<file path="config.mk">
export PLATFORM = sky130hd
export DESIGN_NAME = hilo_mdu_ctrl
export DESIGN_NICKNAME = d
export VERILOG_FILES = /design/src/rtl/hilo_mdu_ctrl.sv
export SDC_FILE = /design/constraint.sdc
export NUM_CORES = 1
export LEC_CHECK = 0
export BUFFER_PORTS_ARGS = -buffer_cell sky130_fd_sc_hd__buf_2
export CAP_MARGIN = 20
export CORE_MARGIN = 4
export CORE_UTILIZATION = 42
export DETAILED_ROUTE_END_ITERATION = 6
export PLACE_DENSITY = 0.73
export REMOVE_ABC_BUFFERS = 1
export SKIP_LAST_GASP = 1
export SLEW_MARGIN = 0
export SYNTH_ARGS = -nofsm -noshare
export SYNTH_HDL_FRONTEND = slang
export SYNTH_SLANG_ARGS = --single-unit
</file>
<file path="constraint.sdc">
create_clock -name i_clk -period 3.2 [get_ports i_clk]
set_clock_uncertainty 0.15 [all_clocks]
set_input_delay 0.16 -clock i_clk [delete_from_list [all_inputs] [get_ports i_clk]]
set_output_delay 0.16 -clock i_clk [all_outputs]
set_load 0.03 [all_outputs]
</file>
<file path="src/rtl/hilo_mdu_ctrl.sv">
// HI/LO owner and sequencer for the shared iterative multiply/divide engines.
// One MULT/DIV in flight; EXE is stalled until the result commits, a flush cancels it.
module hilo_mdu_ctrl #(
  parameter int TIMEOUT = 40
) (
  input  logic        i_clk,
  input  logic        i_reset,
  input  logic        i_EXE_valid,
  input  logic        i_req_mult,
  input  logic        i_req_div,
  input  logic        i_op_signed,
  input  logic [31:0] i_op1,
  input  logic [31:0] i_op2,
  input  logic        i_mthi,
  input  logic        i_mtlo,
  input  logic        i_mf_req,
  input  logic        i_flush,
  output logic        o_mult_begin,
  output logic        o_div_begin,
  output logic [31:0] o_eng_op1,
  output logic [31:0] o_eng_op2,
  output logic        o_eng_signed,
  input  logic [63:0] i_product,
  input  logic        i_mult_end,
  input  logic [31:0] i_quotient,
  input  logic [31:0] i_remainder,
  input  logic        i_div_end,
  output logic        o_busy,
  output logic        o_md_done,
  output logic        o_EXE_stall,
  output logic        o_md_err,
  output logic [31:0] o_hi,
  output logic [31:0] o_lo
);

  localparam int CW = $clog2(TIMEOUT) + 1;

  typedef enum logic [1:0] {
    S_IDLE,
    S_MUL_RUN,
    S_DIV_RUN,
    S_DONE
  } state_t;

  state_t        r_state;
  logic [CW-1:0] r_cnt;
  logic          r_mult_begin;
  logic          r_div_begin;
  logic          r_busy;
  logic          r_md_done;
  logic          r_md_err;
  logic [31:0]   r_eng_op1;
  logic [31:0]   r_eng_op2;
  logic          r_eng_signed;
  logic [31:0]   r_hi;
  logic [31:0]   r_lo;

  logic          w_go;
  logic          w_acc_mul;
  logic          w_acc_div;
  logic          w_div_zero;
  logic          w_timeout;
  logic [CW-1:0] w_cnt_inc;

  // MULT wins over DIV when both decode bits are set
  assign w_go       = i_EXE_valid & ~i_flush;
  assign w_acc_mul  = w_go & i_req_mult;
  assign w_acc_div  = w_go & i_req_div & ~i_req_mult & (i_op2 != 32'd0);
  assign w_div_zero = w_go & i_req_div & ~i_req_mult & (i_op2 == 32'd0);
  assign w_timeout  = (r_cnt == CW'(TIMEOUT - 1));
  assign w_cnt_inc  = (r_cnt == {CW{1'b1}}) ? r_cnt : r_cnt + 1'b1;

  always_ff @(posedge i_clk) begin
    if (i_reset) begin
      r_state      <= S_IDLE;
      r_cnt        <= '0;
      r_mult_begin <= 1'b0;
      r_div_begin  <= 1'b0;
      r_busy       <= 1'b0;
      r_md_done    <= 1'b0;
      r_md_err     <= 1'b0;
      r_eng_op1    <= '0;
      r_eng_op2    <= '0;
      r_eng_signed <= 1'b0;
      r_hi         <= '0;
      r_lo         <= '0;
    end else begin
      r_md_done <= 1'b0;
      r_md_err  <= 1'b0;
      if (i_flush) begin
        // cancel wins over any same-cycle end or move-to write
        r_state      <= S_IDLE;
        r_cnt        <= '0;
        r_mult_begin <= 1'b0;
        r_div_begin  <= 1'b0;
        r_busy       <= 1'b0;
      end else begin
        case (r_state)
          S_IDLE: begin
            if (w_acc_mul || w_acc_div) begin
              r_state      <= w_acc_mul ? S_MUL_RUN : S_DIV_RUN;
              r_mult_begin <= w_acc_mul;
              r_div_begin  <= w_acc_div;
              r_busy       <= 1'b1;
              r_cnt        <= '0;
              r_eng_op1    <= i_op1;
              r_eng_op2    <= i_op2;
              r_eng_signed <= i_op_signed;
            end else if (w_div_zero) begin
              // divide by zero: complete immediately, HI/LO left alone
              r_state   <= S_DONE;
              r_busy    <= 1'b1;
              r_md_done <= 1'b1;
            end else begin
              if (i_EXE_valid && i_mthi) r_hi <= i_op1;
              if (i_EXE_valid && i_mtlo) r_lo <= i_op1;
            end
          end
          S_MUL_RUN: begin
            if (i_mult_end) begin
              r_hi         <= i_product[63:32];
              r_lo         <= i_product[31:0];
              r_state      <= S_DONE;
              r_mult_begin <= 1'b0;
              r_md_done    <= 1'b1;
              r_cnt        <= '0;
            end else if (w_timeout) begin
              r_state      <= S_IDLE;
              r_mult_begin <= 1'b0;
              r_busy       <= 1'b0;
              r_md_err     <= 1'b1;
              r_cnt        <= '0;
            end else begin
              r_cnt <= w_cnt_inc;
            end
          end
          S_DIV_RUN: begin
            if (i_div_end) begin
              r_lo        <= i_quotient;
              r_hi        <= i_remainder;
              r_state     <= S_DONE;
              r_div_begin <= 1'b0;
              r_md_done   <= 1'b1;
              r_cnt       <= '0;
            end else if (w_timeout) begin
              r_state     <= S_IDLE;
              r_div_begin <= 1'b0;
              r_busy      <= 1'b0;
              r_md_err    <= 1'b1;
              r_cnt       <= '0;
            end else begin
              r_cnt <= w_cnt_inc;
            end
          end
          default: begin
            r_state <= S_IDLE;
            r_busy  <= 1'b0;
          end
        endcase
      end
    end
  end

  // the issuing instruction is released in its own DONE cycle
  assign o_EXE_stall = i_EXE_valid &
                       (((i_req_mult | i_req_div) & (r_state != S_DONE)) |
                        ((i_mthi | i_mtlo | i_mf_req) & r_busy));

  assign o_mult_begin = r_mult_begin;
  assign o_div_begin  = r_div_begin;
  assign o_eng_op1    = r_eng_op1;
  assign o_eng_op2    = r_eng_op2;
  assign o_eng_signed = r_eng_signed;
  assign o_busy       = r_busy;
  assign o_md_done    = r_md_done;
  assign o_md_err     = r_md_err;
  assign o_hi         = r_hi;
  assign o_lo         = r_lo;

endmodule

</file>
## Word-level counts from Yosys, hierarchy flattened

Cells that the tools add are included.

| word-level totals | value |
|---|---|
| word-level logic and storage cells | 109 |
| output and inout bits | 135 |
| bits in registers | 143 |
| bits of input ports | 204 |

| operators by class | value |
|---|---|
| bitwise gates (word level) | 15 |
| muxes and demuxes | 47 |
| reduce and logical (&&, ||, !) cells | 17 |
| add/subtract/negate cells | 1 |
| equality and inequality tests | 17 |

Operator list:

| kind | count |
|---|---|
| $mux W32 | 10 |
| $pmux W32 S3 | 2 |
| $mux W7 | 5 |
| $logic_not A32 Y1 | 1 |
| $reduce_bool A32 Y1 | 1 |
| $pmux W7 S3 | 1 |
| $ne A2 B2 Y1 const B | 10 |
| $mux W1 | 17 |
| $reduce_and A7 Y1 | 2 |
| $mux W2 | 6 |
| $reduce_and A3 Y1 | 4 |
| $and A1 B1 Y1 | 9 |
| $ne A3 B3 Y1 const B | 3 |
| $add A7 B1 Y7 const B | 1 |
| $eq A7 B6 Y1 const B | 1 |
| $eq A7 B7 Y1 const B | 1 |
| $pmux W1 S2 | 3 |
| $pmux W1 S3 | 2 |
| $pmux W2 S3 | 1 |
| $or A1 B1 Y1 | 4 |
| $reduce_bool A2 Y1 | 2 |
| $reduce_bool A3 Y1 | 1 |
| $eq A2 B1 Y1 const B | 1 |
| $eq A2 B2 Y1 const B | 1 |
| other kinds (6) | 8 |

## Longest topological paths before layout

Gate-level depths: netlist (run 1).

| logic depth | value |
|---|---|
| depth after elaboration | 8 |
| mapped depth | 10 |

## Least setup slack after synthesis (run 1)

OpenSTA, ideal clock, no wires.

| timing path | value |
|---|---|
| path kind | register -> register |
| start | register r_state[1] |
| end | register r_hi[24], in the netlist o_hi[24] |
| arrival time | 2069 ps |
| path buffers | 3 |
| setup slack | 911 ps |
| data required time | 2980 ps |
| clock period less this slack | 2289 ps |
| library setup time | 70 ps |
| cell stages (with the launch flop) | 11 |
| cells stage by stage | dfxtp_1 -> inv_1 -> ha_1 -> buf_2 -> nor2b_4 -> or4_4 -> a21o_1 -> buf_6 -> buf_6 -> a211o_1 -> a21oi_1 |

| between the ends | value |
|---|---|
| cells in the longest elaborated chain, start to end | 3 |
| elaborated cells between the ends (all ways) | 11 |

RTL lines:

| what | RTL line | source |
|---|---|---|
| start, declared | 45 | `state_t r_state;` |
| start signal, assigned | 101 | `r_state <= w_acc_mul ? S_MUL_RUN : S_DIV_RUN;` |
| $eq A2 B2 Y1 (tied with other cells) | 98 | `case (r_state)` |
| $ne A2 B2 Y1 (no line) / $reduce_bool A3 Y1 (equally long branches) | -- |  |
| $reduce_and A7 Y1 (no line) | -- |  |
| end signal, assigned | 115 | `if (i_EXE_valid && i_mthi) r_hi <= i_op1;` |
| end signal, assigned | 121 | `r_hi <= i_product[63:32];` |
| end signal, assigned | 140 | `r_hi <= i_remainder;` |
| end, declared | 55 | `logic [31:0] r_hi;` |

Parallel ways exist; a longest one is shown, timed or not.
A chain may end at the register's enable or synchronous reset.

## Worst setup path in the final report (run 1)

| timing path | value |
|---|---|
| start | register r_state[1] |
| end | register r_hi[16], in the netlist o_hi[16] |

The elaborated chain is that of the path after synthesis.

==> metrics.cfg, run 1 <==
[pwr]
peakVddDrop_mv=0.363
p_leak_nw=4.33
power.density_nw_per_um2=508

[synthesis]
syn_area_per_cell_um2=8.77
yosys_warnings=0
yosys_most_used_dff=dfxtp_1
synthDistinctLibCells=42
syn_area_um2=7150
ys_seq_area_frac=0.400
yosys-top-cells-count=143 x dfxtp_1, 130 x nand2b_1, 77 x a21oi_1
yosysMostFrequentCell=dfxtp_1
synth-edff-count=0
ys_ff_latch=143
yosys.area.top_type=dfxtp_1
synth_top_area_frac=0.400
async_flop_share=0
postSynthCellCount=815
synth.area.top_cells=dfxtp_1 40%, nand2b_1 11%, mux2i_1 9.2%

[global_route]
overflow=0
grt_pass1_wl_um=36800
grt_max_degree=103
grt_pass1_vias=7070
antenna_found_initial=1
track_usage=0.233

[outcome]
outcome=finished clean

[timing]
setup_viol_count_final=0
worst_pin_slew_ps=821
fin_crit_ps=2590
setup_slack_ps=605
slew_headroom=0.453
fin_crit_sh=0.811
hold_violations=0
final_max_slew_viol_count=0
rsz0062_at_grt=no
max_freq_mhz=385

[setup_path]
arrival_ps=2780
cpMaxStageDelayCell=or4_4
endpoint_kind=flip-flop
cp_max_fo=40
worstSetupPathType=reg2reg
worstPathRequired_ps=3380
crit_path_start=r_state[1]
r2r_start=r_state[1]
cp_top_family=compound AO/OA/AOI/OAI gates
start_kind=flip-flop
path_cells=inv_1 -> ha_2 -> nor2b_4 -> or4_4 -> a21o_2 -> buf_12 -> a211o_1 -> a21oi_1
worst-path-buf-inv=2
slowest_delay_ps=470

[place]
place_area_um2=8960
dp_slack_ps=632
io_buffers=338
place_congestion=0.904
dp_hpwl_um=16800

[cts]
clock_latency_ps=410
post_cts_buffers=0
cts_buffer_depth=2
root_buffer=clkbuf_16
clk_pin_slew_ps=60
htreeDepth=4
cts_made_buffers=17
clock-sinks=143
cts_tree=yes
cts_resized=0

[layout]
syn_to_final_growth_pct=42.7
multiInputGateArea_um2=3950
seqCellArea_um2=2860
n_fill_cell=1423
fin_area_um2=10200
diodes=0
drive_above_1_share=0.329
nets=1383

[routing]
ant_nets=0
route.detailed.drc=0
drt_iter0_drc=409
vias_per_cell=5.26
wirelength_um=23500
avgRoutedWirePerCell_um=16.7
vias=7396
dr.pass1.iters=5

[die]
row_count=47
die_area_um2=19200
die_w_um=138
core_area_um2=16600
ios=339
die_y_um=138
start_util=0.430

[worst_hold_path]
min-delay-start=i_div_end
holdCritPathClass=in2reg

[flow_run]
cap_viol_max_count=0

==> metrics by stage <==
step | hold slack [ps] | utilization | setup TNS (ps) | power, mW | instances
floorplan | 79.1 | - | -205770 | 2.71 | 742
global placement | 275 | 0.538 | 0 | 3.14 | 1310
detailed placement | 288 | 0.538 | 0 | 3.16 | 1310
CTS | 33.2 | 0.613 | 0 | 5.22 | 1405
global route | 69.4 | 0.613 | 0 | 5.42 | 1405
finish | 53.5 | 0.613 | 0 | 5.19 | 1405
==> final timing paths <==
kind                                    end  slack [ps]  depth (start not counted)
worst min-delay path            o_div_begin          50                          4
worst max-delay path               o_hi[16]         610                          8
worst min register to register     o_hi[19]         300                          2
worst max register to register     o_hi[16]         610                          8
==> sequential cells by signal (all words and copies together), names as in the netlist <==
register	cells
r_cnt	7
o_mult_begin	1
o_eng_op2	32
o_busy	1
o_md_err	1
o_hi	32
o_eng_op1	32
o_eng_signed	1
o_lo	32
o_md_done	1
o_div_begin	1
r_state	2
==> routing by layer <==
| layer | vias up | GRT usage | part of all wire |
|---|---|---|---|
| met5 | - | 0 | 0.00085 |
| met2 | 284 | 0.397 | 0.49 |
| met4 | 2 | 0.0853 | 0.028 |
| met3 | 46 | 0.0680 | 0.075 |
| li1 | 3649 | - | - |
| met1 | 3415 | 0.279 | 0.41 |
==> layout by cell type, fill, tap and decap left out, drive strengths merged, types with 19 or more instances in the layout <==
| master | n |
|---|---|
| dfxtp | 143 |
| nor2 | 39 |
| clkbuf | 19 |
| dlygate4sd3 | 65 |
| a22oi | 64 |
| a211o | 67 |
| nand2 | 70 |
| nand2b | 130 |
| buf | 348 |
| a21oi | 77 |
| mux2i | 66 |
==> cell families after synthesis <==
family          after synthesis  synth area share
simple gates                278             0.206
mux                          66            0.0924
fa+ha+maj                     5           0.00875
flops                       143             0.400
buf+inv                      81            0.0518
compound gates              242             0.240
==> power breakdown <==
part           total, mW  switching, mW  internal, mW
clock network       2.00          0.747          1.25
registers           1.96         0.0600          1.90
logic               1.23          0.751         0.476
total               5.19           1.56          3.63
==> layout make-up <==
type | instances | share of cell area
clock inverters | 11 | 0.0139
well taps | 220 | 0.0270
clock buffers | 19 | 0.0444
flip-flops and latches | 143 | 0.280
inverters | 8 | 0.00294
multi-input cells | 591 | 0.387
repair buffers | 413 | 0.244
==> worst min-delay path, cell delays in order <==
cell       delay [ps]
buf_2             110
o21ai_0            80
a21oi_1           120
a2111oi_0          80
==> timing repair <==
item / CTS / global route
endpoints found under the setup margin: 0 / 0
hold endpoints to repair: 65 / 0
hold buffers: 65 / 0
No activity file was read; power rests on OpenSTA's default activity.
==> run 2: changes to the inputs <==
- ABC_AREA: unset -> 1
- PLACE_DENSITY: 0.73 -> 0.75
- clock period: 3.2 -> 2.2 ns (I/O delays scaled with it)
==> run 2 against run 1 <==
- total power is 68% higher
- utilization about the same
- cell area is 9.1% higher
- critical path depth is 7 higher
- synthesized cell count grew 44%
- wire length grew 17%
- combinational power rose by 120%
- global-route usage up 1.2 points
- count of clock-buffer cells in the layout unchanged
- critical endpoint is now o_hi[20]
- first-iteration DRC count rose by 21%
==> metrics.cfg, run 2 <==
[setup_path]
worstSetupPathType=in2reg
cp_num_cells=15  ; +7
start_kind=input pin
cp_top_family=buffers and inverters
cp_max_fo=26  ; -35%
arrival_ps=2330  ; -450 ps
worstPathRequired_ps=2400  ; -980 ps
path_cells=dlygate4sd3_1 -> buf_2 -> nor2_1 -> nand2_1 -> nor2_1 -> nand2_2 -> o21ai_2 -> nand2_1 -> nand2_4 -> buf_12 -> nand3_4 -> buf_12 -> nand2_1 -> inv_1 -> nor2_1
cpMaxStageDelayCell=dlygate4sd3_1
reg2reg_depth=12  ; +4
endpoint_kind=flip-flop
slowest_delay_ps=570  ; +100 ps
reg2reg_slack_ps=160  ; -450 ps
worst-path-buf-inv=5  ; +3

[timing]
max_freq_mhz=470
setup_viol_count_final=0  ; unchanged
final_max_slew_viol_count=0  ; unchanged
fin_crit_sh=0.967
worst_pin_slew_ps=674  ; -147 ps
hold_violations=0  ; unchanged
fin_crit_ps=2130
slew_headroom=0.551  ; +0.0979

[outcome]
outcome=finished clean

[synthesis]
async_flop_share=0  ; unchanged
yosys-top-cells-count=266 x nor2_1, 181 x inv_1, 177 x nand2_1
postSynthCellCount=1171  ; +44%
yosys_most_used_dff=dfxtp_1
synth.area.top_cells=dfxtp_1 37%, nor2_1 13%, inv_1 8.7%
ys_seq_area_frac=0.367  ; -0.0337
yosys_warnings=0  ; unchanged
synth_top_area_frac=0.367  ; -0.0337
synth-edff-count=0  ; unchanged
synthDistinctLibCells=33  ; -21%
yosys.area.top_type=dfxtp_1
syn_area_per_cell_um2=6.67  ; -24%
syn_area_um2=7810  ; +9.2%
ys_ff_latch=143  ; unchanged
yosysMostFrequentCell=nor2_1

[die]
row_count=49  ; +4.3%
die_y_um=144  ; +4.2%
start_util=0.430  ; +0.000559
core_area_um2=18100  ; +9.0%
die_area_um2=20800  ; +8.6%
die_w_um=144  ; +4.2%
ios=339  ; unchanged

[routing]
avgRoutedWirePerCell_um=15.3  ; -8.8%
dr.pass1.iters=5  ; unchanged
wirelength_um=27500  ; +17%
route.detailed.drc=0  ; unchanged
vias_per_cell=4.98  ; -5.4%
drt_iter0_drc=493  ; +21%
ant_nets=0  ; unchanged
vias=8960  ; +21%

[global_route]
overflow=0  ; unchanged
antenna_found_initial=1  ; unchanged
grt_pass1_vias=8335  ; +18%
grt_pass1_wl_um=40900  ; +11%
grt_max_degree=130  ; +26%
track_usage=0.245  ; +0.0120

[layout]
nets=1767  ; +28%
mostFrequentLayoutCell=buf_2
finalNonFillerCells=1800  ; +28%
drive_above_1_share=0.274  ; -0.0554
layout_common_cells=338 x buf_2, 263 x nor2_1, 178 x inv_1
diodes=0  ; unchanged
fin_area_um2=11100  ; +9.1%
syn_to_final_growth_pct=42.6  ; about the same

[place]
dpl.cell_count=1684  ; +29%
place_area_um2=9560  ; +6.7%
dp_hpwl_um=18400  ; +9.6%
place_congestion=0.927  ; +2.5%
io_buffers=338  ; unchanged

[pwr]
peakVddDrop_mv=0.582  ; +60%
power.density_nw_per_um2=783  ; +54%
p_leak_nw=5.77  ; +33%

[worst_hold_path]
worstHoldPathCells=6  ; +2
holdCritPathClass=in2reg

[cts]
cts_tree=yes
clock_latency_ps=420  ; about the same
root_buffer=clkbuf_16
cts_made_buffers=17  ; unchanged
htreeDepth=4  ; unchanged
clk_pin_slew_ps=60  ; about the same
cts_buffer_depth=2  ; unchanged
clock-sinks=143  ; unchanged

[flow_run]
cap_viol_max_count=0  ; unchanged

-- run 2: cell types whose count changed after synthesis, moves of 64 or more --
cell      before  now
a211o_1       67    0
a22oi_1       64    0
inv_1          8  181
mux2i_1       66    0
nand2_1       70  177
nand2b_1     130    0
nand4_1        2   67
nor2_1        39  266
-- run 2: cells by family (layout without fill, tap and decap cells) --
family,Yosys count,after routing,share of synthesized area
adder cells (fa/ha/maj),5,5,0.00801
AO/OA/AOI/OAI,222,222,0.176
XOR/XNOR,1,1,0.00112
flip-flops,143,143,0.367
buffers and inverters,265,664,0.161
AND/OR/NAND/NOR,535,536,0.287
-- run 2: area by class of cell --
class | instances | area (um2)
Multi-Input combinational cell | 764 | 3770
Tap cell | 229 | 287
Timing Repair Buffer | 448 | 2900
Sequential cell | 143 | 2860
Clock buffer | 19 | 433
Inverter | 184 | 692
Fill cell | 1665 | 7010
Clock inverter | 13 | 186
-- run 2: path summary, 6_finish.rpt --
path                               startpoint           end
worst max register to register     r_state[0]       o_lo[1]
worst max-delay path                 i_op2[7]      o_hi[20]
worst min-delay path            i_product[42]      o_hi[10]
worst min register to register   o_eng_op2[9]  o_eng_op2[9]
-- run 2: metrics by stage --
step	utilization	power [mW]	worst slack (ps)	hold slack [ps]	TNS, ps
2_1_floorplan	-	4.59	-1790	109	-134730
3_3_place_gp	0.527	5.47	127	194	0
3_5_place_dp	0.527	5.50	21.9	207	0
4_1_cts	0.601	8.69	-15.3	3.25	-19.3
5_1_grt	0.613	9.17	-4.18	20.5	-7.85
6_report	0.613	8.72	72.5	16.1	0
-- run 2: per-layer routing --
layer	track usage	wire [um]	part of all wire
met1	0.303	11400	0.42
met2	0.415	13400	0.49
met3	0.0489	1820	0.066
met4	0.104	823	0.030
met5	0	13	0.00047
-- run 2: worst register-to-register path, cell delays in order (launching register included) --
cell and delay, ps:
dfxtp_1 350, inv_2 120, ha_4 180, inv_1 60
buf_4 150, a21oi_1 260, nor2_4 120, buf_12 140
nand3_4 80, buf_12 160, nand2_1 70, inv_1 50
nor2_1 40
-- run 2: what timing repair did --
| action | in CTS | in global routing |
|---|---|---|
| cloned | 0 | 2 |
| pin swaps | 0 | 6 |
| gates resized for setup | 0 | 15 |
| hold buffers | 72 | 0 |
| hold endpoints to repair | 71 | 0 |
| buffers inserted | 0 | 10 |
| setup endpoints to repair | 3 | 112 |
-- run 2: power breakdown --
| group | switching [mW] | internal [mW] | leakage [nW] |
|---|---|---|---|
| logic | 1.71 | 1.00 | 4.29 |
| registers | 0.118 | 2.83 | 1.17 |
| clock network | 1.15 | 1.91 | 0.302 |
==> run 3: changes to the inputs <==
- CTS_BUF_LIST: unset -> sky130_fd_sc_hd__clkbuf_8
==> run 3 against run 2 <==
- via count is 5.2% higher
- sequential share of layout area is 1.1 points lower
- clock power is 25% lower
- fmax is 0.49% higher
- wire length is 7.9% higher
==> metrics.cfg, run 3 (same netlist as run 2, synthesis figures left out) <==
[outcome]
outcome=finished clean

[timing]
slew_headroom=0.548  ; -0.00298
rsz0062_at_grt=yes
fin_crit_sh=0.962  ; -0.00469
hold_slack_ps=25.1  ; +8.94 ps
setup_viol_count_final=0  ; unchanged
fin_crit_ps=2120  ; -10.3 ps
worst_pin_slew_ps=678  ; +4.48 ps
final_max_slew_viol_count=0  ; unchanged
hold_violations=0  ; unchanged
max_freq_mhz=472  ; +0.49%

[setup_path]
reg2reg_depth=8  ; -4
worstSetupPathType=in2reg
r2r_start=r_state[1]
reg2reg_to=o_lo[22]
arrival_ps=2300  ; -30 ps
start_kind=input pin
worstPathRequired_ps=2380  ; -20 ps
reg2reg_slack_ps=120  ; -40 ps
cp_max_fo=65  ; +150%
endpoint_kind=flip-flop

[worst_hold_path]
holdCritPathClass=in2reg
worstHoldPathCells=6  ; unchanged
min-delay-start=i_quotient[1]
hold_end=o_lo[1]

[pwr]
power.density_nw_per_um2=693  ; -12%
swShare=0.364  ; +0.0224
peakVddDrop_mv=0.395  ; -32%
p_total_mw=8.07  ; -7.5%
cell_internal_pwr_mw=5.13  ; -11%
pwr-share-seq=0.365  ; +0.026
power_frac_clock=0.285  ; -0.065
power.switching_mw=2.94  ; -1.4%
p_comb_frac=0.350  ; +0.039
p_leak_nw=5.95  ; +3.3%

[layout]
drive_above_1_share=0.266  ; -0.00729
syn_to_final_growth_pct=49.2
nets=1840  ; +4.1%
layout_common_cells=338 x buf_2, 262 x nor2_1, 181 x inv_1
fin_area_um2=11600  ; +4.6%
n_fill_cell=1562  ; -6.2%
mostFrequentLayoutCell=buf_2
post-route-util=0.642  ; +0.0282

[cts]
cts_tree=yes
clock-sinks=143  ; unchanged
cts_made_buffers=17  ; unchanged
htreeDepth=4  ; unchanged
clock_latency_ps=430  ; about the same
clk_pin_slew_ps=90  ; +30 ps
root_buffer=clkbuf_8
cts_buffer_depth=2  ; unchanged

[die]
row_count=49  ; unchanged
die_area_um2=20800  ; unchanged
start_util=0.430  ; unchanged
ios=339  ; unchanged
core_area_um2=18100  ; unchanged
die_y_um=144  ; unchanged
die_w_um=144  ; unchanged

[place]
place_congestion=0.927  ; unchanged
place_area_um2=9560  ; unchanged
io_buffers=338  ; unchanged
dp_hpwl_um=18400  ; unchanged

[routing]
vias=9429  ; +5.2%
drt_iter0_drc=618  ; +25%
avgRoutedWirePerCell_um=15.8  ; +3.6%
dr.pass1.iters=6  ; +1
route.detailed.drc=0  ; unchanged
vias_per_cell=5.03  ; +1.1%
ant_nets=0  ; unchanged
wirelength_um=29600  ; +7.9%

[global_route]
antenna_found_initial=1  ; unchanged
track_usage=0.264  ; +0.0191
grt_pass1_wl_um=44200  ; +7.9%
grt_max_degree=130  ; unchanged
overflow=0  ; unchanged
grt_pass1_vias=9127  ; +9.5%

[flow_run]
cap_viol_max_count=0  ; unchanged

## run 3: how the worst max path moves through the flow
stage / slack, ps / start / cells past startpoint / to
after floorplan: -1790 / r_state[0] / 9 / o_hi[0]
after global routing: -8 / r_state[1] / 8 / o_lo[22]
after global placement: 130 / r_state[0] / 9 / o_lo[28]
after CTS: -9 / r_state[1] / 11 / o_lo[15]
after detailed placement: 20 / r_state[1] / 11 / o_lo[15]
final: 80 / i_op2[18] / 13 / o_hi[25]
## run 3: critical path: stages
cell,delay [ps]
dlygate4sd3_1,550
buf_2,130
nor2_1,100
nand2_1,70
nor2_2,150
nand2_2,120
o21ai_4,190
nand2_1,120
nand2_4,160
buf_12,270
nand4_1,160
nand2_1,90
nor2_1,40
## run 3: power by group through the flow
| stage | combinational [mW] | clock, mW | sequential [mW] |
|---|---|---|---|
| final | 2.82 | 2.30 | 2.95 |
| after global routing | 3.08 | 2.45 | 2.98 |
| after CTS | 2.71 | 2.37 | 2.94 |
| after detailed placement | 2.50 | 0 | 3.00 |
| after global placement | 2.48 | 0 | 2.99 |
| after floorplan | 1.11 | 0 | 3.47 |
## run 3: stage by stage
step | instances | setup TNS, ps | worst slack (ps)
2_1_floorplan | 1090 | -134730 | -1790
3_3_place_gp | 1684 | 0 | 127
3_5_place_dp | 1684 | 0 | 21.9
4_1_cts | 1861 | -15.8 | -8.74
5_1_grt | 1874 | -8.45 | -8.45
6_report | 1874 | 0 | 82.9
## run 3: routing by layer
layer,share of wire,global-route usage,up-vias
met1,0.41,0.311,4241
met2,0.48,0.456,435
met4,0.040,0.127,0
li1,-,-,4660
met3,0.070,0.0565,93
met5,0,0,-
## run 3: what timing repair did
action / in CTS / in global routing
endpoints found under the hold margin: 117 / 0
hold buffers: 145 / 0
setup buffers: 0 / 11
pin swaps: 0 / 6
resized for setup: 0 / 20
cloned: 0 / 3
endpoints found under the setup margin: 2 / 101
## run 3: final cells by class
cell class	count	area, um2	area share
Clock buffer	17	234	0.0201
Multi-Input combinational cell	765	3820	0.328
Clock inverter	15	194	0.0167
Sequential cell	143	2870	0.246
Antenna cell	1	2.50	0.000215
Timing Repair Buffer	520	3550	0.305
Tap cell	229	287	0.0246
Inverter	184	692	0.0594
